==> src/rtl/cnn_pkg.sv <==
// Shared types for the CNN pooling datapath: feature word, channel count,
// pooling FSM states and a signed max helper.
package cnn_pkg;

    typedef logic signed [15:0] feature_t;

    localparam int NUM_CH = 3;

    typedef enum logic [1:0] {
        IDLE,
        RUN,
        DONE
    } state_t;

    function automatic feature_t smax(feature_t a, feature_t b);
        return (a > b) ? a : b;
    endfunction

endpackage

==> src/rtl/pool_channel.sv <==
// One channel of 2x2/stride-2 max pooling: optional ReLU, horizontal hold
// register, half-width line buffer and registered result. Macro: POOL_RELU_EN.
module pool_channel
    import cnn_pkg::*;
#(
    parameter int DEPTH = 12,
    parameter int IDX_W = 4
) (
    input  logic             clk,
    input  logic             n_reset,
    input  feature_t         pixel,
    input  logic             hold_en,
    input  logic             buf_en,
    input  logic             out_en,
    input  logic [IDX_W-1:0] idx,
    output feature_t         result
);

    feature_t px;
    feature_t hold_q;
    feature_t line_q [DEPTH];

    always_comb begin
`ifdef POOL_RELU_EN
        px = pixel[15] ? feature_t'(0) : pixel;
`else
        px = pixel;
`endif
    end

    // hold_q carries the even-column pixel on both even and odd rows
    always_ff @(posedge clk or negedge n_reset) begin
        if (!n_reset) begin
            hold_q <= '0;
            result <= '0;
            for (int i = 0; i < DEPTH; i++) line_q[i] <= '0;
        end else begin
            if (hold_en) hold_q <= px;
            if (buf_en) line_q[idx] <= smax(hold_q, px);
            if (out_en) result <= smax(line_q[idx], smax(hold_q, px));
        end
    end

endmodule

==> src/rtl/pool_layer.sv <==
// 2x2 stride-2 max-pool layer: frame FSM and row/col counters driving NUM_CH
// pool_channel slices. Optional input ReLU via macro POOL_RELU_EN.
module pool_layer
    import cnn_pkg::*;
#(
    parameter int IN_W = 24,
    parameter int IN_H = 24
) (
    input  logic                clk,
    input  logic                n_reset,
    input  logic                start,
    input  logic                in_valid,
    input  feature_t [NUM_CH:1] in_feature,
    output feature_t [NUM_CH:1] out_feature,
    output logic                out_valid,
    output logic                frame_done,
    output logic                busy
);

    localparam int DEPTH = IN_W / 2;
    localparam int IDX_W = (DEPTH > 1) ? $clog2(DEPTH) : 1;
    localparam int CW    = $clog2(IN_W);
    localparam int RW    = $clog2(IN_H);

    if (IN_W % 2 != 0) begin : g_bad_w
        $error("pool_layer: IN_W must be even");
    end
    if (IN_H % 2 != 0) begin : g_bad_h
        $error("pool_layer: IN_H must be even");
    end

    state_t           state;
    logic [CW-1:0]    col;
    logic [RW-1:0]    row;
    logic             last_px;
    logic             accept;
    logic             last_pos;
    logic             hold_en;
    logic             buf_en;
    logic             out_en;
    logic [IDX_W-1:0] idx;

    // start in RUN wins over a coincident pixel; nothing is taken after the last one
    assign accept   = (state == RUN) && in_valid && !start && !last_px;
    assign last_pos = (col == CW'(IN_W - 1)) && (row == RW'(IN_H - 1));
    assign hold_en  = accept && !col[0];
    assign buf_en   = accept && !row[0] && col[0];
    assign out_en   = accept && row[0] && col[0];
    assign idx      = IDX_W'(col >> 1);

    // DONE follows the final strobe by one cycle so frame_done trails it
    always_ff @(posedge clk or negedge n_reset) begin
        if (!n_reset) begin
            state      <= IDLE;
            col        <= '0;
            row        <= '0;
            last_px    <= 1'b0;
            out_valid  <= 1'b0;
            frame_done <= 1'b0;
            busy       <= 1'b0;
        end else begin
            out_valid  <= out_en;
            frame_done <= 1'b0;
            case (state)
                IDLE: begin
                    if (start) begin
                        state <= RUN;
                        col   <= '0;
                        row   <= '0;
                        busy  <= 1'b1;
                    end
                end
                RUN: begin
                    if (start) begin
                        col     <= '0;
                        row     <= '0;
                        last_px <= 1'b0;
                    end else if (last_px) begin
                        state      <= DONE;
                        last_px    <= 1'b0;
                        busy       <= 1'b0;
                        frame_done <= 1'b1;
                    end else if (accept) begin
                        if (last_pos) last_px <= 1'b1;
                        if (col == CW'(IN_W - 1)) begin
                            col <= '0;
                            row <= (row == RW'(IN_H - 1)) ? '0 : row + 1'b1;
                        end else begin
                            col <= col + 1'b1;
                        end
                    end
                end
                default: state <= IDLE;
            endcase
        end
    end

    for (genvar ch = 1; ch <= NUM_CH; ch++) begin : g_ch
        pool_channel #(
            .DEPTH(DEPTH),
            .IDX_W(IDX_W)
        ) u_ch (
            .clk     (clk),
            .n_reset (n_reset),
            .pixel   (in_feature[ch]),
            .hold_en (hold_en),
            .buf_en  (buf_en),
            .out_en  (out_en),
            .idx     (idx),
            .result  (out_feature[ch])
        );
    end

endmodule

==> config.mk <==
export PLATFORM = sky130hd
export DESIGN_NAME = pool_layer
export DESIGN_NICKNAME = d
export VERILOG_FILES = /design/src/rtl/cnn_pkg.sv /design/src/rtl/pool_channel.sv /design/src/rtl/pool_layer.sv
export SDC_FILE = /design/constraint.sdc
export NUM_CORES = 2
export LEC_CHECK = 0
export BUFFER_PORTS_ARGS = -buffer_cell sky130_fd_sc_hd__buf_2
export CAP_MARGIN = 20
export CORE_UTILIZATION = 30
export CTS_CLUSTER_DIAMETER = 30
export DETAILED_ROUTE_END_ITERATION = 12
export HOLD_SLACK_MARGIN = 0.12
export SLEW_MARGIN = 15
export SYNTH_ARGS = -nofsm -noshare
export SYNTH_HDL_FRONTEND = slang
export SYNTH_SLANG_ARGS = --single-unit
==> constraint.sdc <==
create_clock -name clk -period 4.3 [get_ports clk]
set_input_delay 1.075 -clock clk [delete_from_list [all_inputs] [get_ports clk]]
set_output_delay 1.075 -clock clk [all_outputs]
set_load 0.02 [all_outputs]
==> impl_metrics.toml <==
[pwr]
p_leak_nw = 19.1
power_density_nw_per_um2 = 599
irDropWorstVdd_mv = 0.343

[floorplan]
start_util_pct = 30.2
die_h_um = 333
core.rowCount = 121
fp.coreArea_sq_um = 109000
die-area_sq_um = 111000
io_pins = 103
die_w_um = 333

[critical_path]
regToRegSetupSlack_ns = 0.13
path_class = "input port to register"
cp-end-kind = "register"
r2r_cells = 17
r2r-start = "g_ch[2].u_ch.hold_q[1]"
reg2reg_to = "g_ch[2].u_ch.result[8]"
critPathMaxFanout = 8
crit_required_ns = 4.91
start_kind = "input port"
cp.arrival_ns = 4.83

[sta]
relSlewSlack_pct = 44.3
rsz0062_at_grt = "yes"
clock.fmax_mhz = 237
finalMaxSlewViolations = 0
skew_ns = 0.0422
min_period_over_period_pct = 98.1
fin_crit_ns = 4.22
finalSetupViolations = 0
hold_viol = 0
worst_slew_pin_slew_ns = 0.827

[global_routing]
gr-usage-met1_pct = 21.3
grt.met2_usage_pct = 26.8
met3_usage_pct = 3.07
grt_pass1_vias = 24100
grt.busiest_layer = "met2"
grt_max_degree = 118
grt_first_pass_wirelength_um = 141000
grtUsageTotal_pct = 16.2
antenna_found_initial = 0
overflow = 0

[status]
outcome = "completed"

[synthesis]
synth_compound_area_share_pct = 11.2
ys.flop_type = "dfrtp_1"
synthSimpleGateAreaFrac_pct = 8.77
yosysSeqAreaShare_pct = 52.3
synth_cell_type_count = 62
synth-xor-area-share_pct = 0.0798
synthCells = 2858
avgSynthCellArea_sq_um = 11.5
async_flop_share_pct = 100
syn_nets = 3008
yosys_warnings = 0
synth-adder-area-share_pct = 3.72
synth_top_family_by_area = "multiplexers"
synth_mux_area_share_pct = 19.9
synth.ff_latch_count = 688
synth-edff-count = 0
syn_area_sq_um = 32900

[drt]
drt_iter0_drc = 1484
num_vias = 23100
drc_errors = 0
vias_per_cell = 4.96
dr.pass1.iters = 5
wirelength_um = 88900
wl_per_cell_um = 19.1
ant_nets = 0

[placed_design]
dp_hpwl_um = 54300
postPlaceCellArea_sq_um = 36900
routabilityCongestion = 0.781
placed_cells = 4369
io_buffers = 102

[clocking]
numCtsBuffers = 146
cts_tree = "built"
clockBufferDepth = 3
clock-root-buffer = "clkbuf_16"
path_clk_slew_ns = 0.05
cts.sinks = 688
clock_latency_ns = 0.74
htree_levels = 4

[cells_and_area]
final_nets = 3266
area_growth_pct = 29.0
final_common_cell = "dfrtp_1"
stdcell_area_sq_um = 42500
final_cell_mix = "dfrtp_1 (681), nand2_1 (364), o21ai_0 (308)"
fill_cells = 10200
drive_gt1_share_pct = 33.5
num_antenna_cells = 0
fin_util_pct = 39.0
final_cells = 4651

[job]
maxCapViolations = 0

[worst_hold_path]
min_path_type = "input port to asynchronous set/reset pin"
how the worst max path moves through the flow:
stage               slack [ns]  depth (start not counted)                 endpoint                   start
floorplan                -0.58                         21  g_ch[2].u_ch.result[10]          in_feature[21]
detailed placement       -0.78                         18  g_ch[2].u_ch.result[12]          in_feature[23]
global route             -0.03                         17   g_ch[2].u_ch.result[8]  g_ch[2].u_ch.hold_q[1]
CTS                       0.05                         18   g_ch[2].u_ch.result[8]          in_feature[21]
global placement         -0.72                         18   g_ch[2].u_ch.result[5]          in_feature[23]
finish                    0.08                         19   g_ch[2].u_ch.result[8]          in_feature[21]
cells in the mapped netlist (53+ instances only):
cell type,n,area share [%]
dfrtp_1,688,52
o21ai_0,312,4.7
nand2_1,369,4.2
ha_1,98,3.7
mux2i_1,66,2.0
mux2_2,204,7.0
o211ai_1,53,1.2
clkbuf_1,132,1.5
a21oi_1,210,3.2
mux4_2,144,9.8
buf_2,70,1.1
nor2_1,208,2.4
inv_1,74,0.84
worst max-delay path: stages:
cell and delay (ns):
buf_4 0.13, inv_8 0.03, ha_4 0.23, a21oi_2 0.13, o21ai_2 0.09, o2bb2ai_2 0.13
or4_4 0.51, a22o_4 0.26, buf_12 0.15, mux2_4 0.22, inv_4 0.03, ha_4 0.25
nor2b_4 0.12, o211ai_1 0.11, a2111o_1 0.41, o211ai_1 0.12, mux2_4 0.34, and2_4 0.18
a221o_1 0.30
registers in the layout, summed over array words and instances, names as in the netlist:
name / count
g_ch.u_ch.line_q: 576
g_ch.u_ch.hold_q: 48
g_ch.u_ch.result: 48
col: 5
row: 5
state: 2
busy: 1
frame_done: 1
last_px: 1
out_valid: 1
layout make-up:
cell class              count  area [sq um]  area share, %
inverters                  74           313          0.737
multi-input cells        1864         15100           35.5
clock buffers             179          3980           9.37
clock inverters            90          1350           3.17
well taps                1414          1770           4.17
flip-flops and latches    688         17200           40.6
repair buffers            342          2760           6.50
logic make-up (layout without fill, tap and decap cells):
logic type,Yosys count,in the layout
DFF,688,688
and+or+nand+nor,681,682
adders and majority gates,98,98
xor gates and xnor gates,3,3
AOI/OAI and AO/OA,643,643
buffers and inverters,307,685
muxes,438,438
through the flow:
step	power (mW)	setup slack [ns]	setup TNS, ns	hold WS (ns)
floorplan	11.4	-0.585	-18.64	0.445
global placement	13.4	-0.721	-27.32	0.457
detailed placement	13.5	-0.785	-29.48	0.466
CTS	25.5	0.0517	0	0.368
global route	26.7	-0.0321	-0.140	0.392
finish	25.5	0.0818	0	0.374
metal layers:
layer	up-vias	wire, um
li1	10800	-
met1	11700	39900
met2	459	43500
met3	148	3430
met4	0	2100
met5	-	0
where the power goes:
| part | internal [mW] | leakage, nW | switching, mW |
|---|---|---|---|
| clock | 7.93 | 2.55 | 3.93 |
| sequential | 7.11 | 9.33 | 0.406 |
| combinational | 2.76 | 7.17 | 3.32 |
timing repair:
action	4_1_cts	5_1_grt
pin swaps	0	30
endpoints found under the setup margin	4	42
hold buffers	0	0
gates resized for setup	1	33
gates cloned	0	2
buffers inserted	0	11
Note: power is estimated with default switching activity, not from simulation.
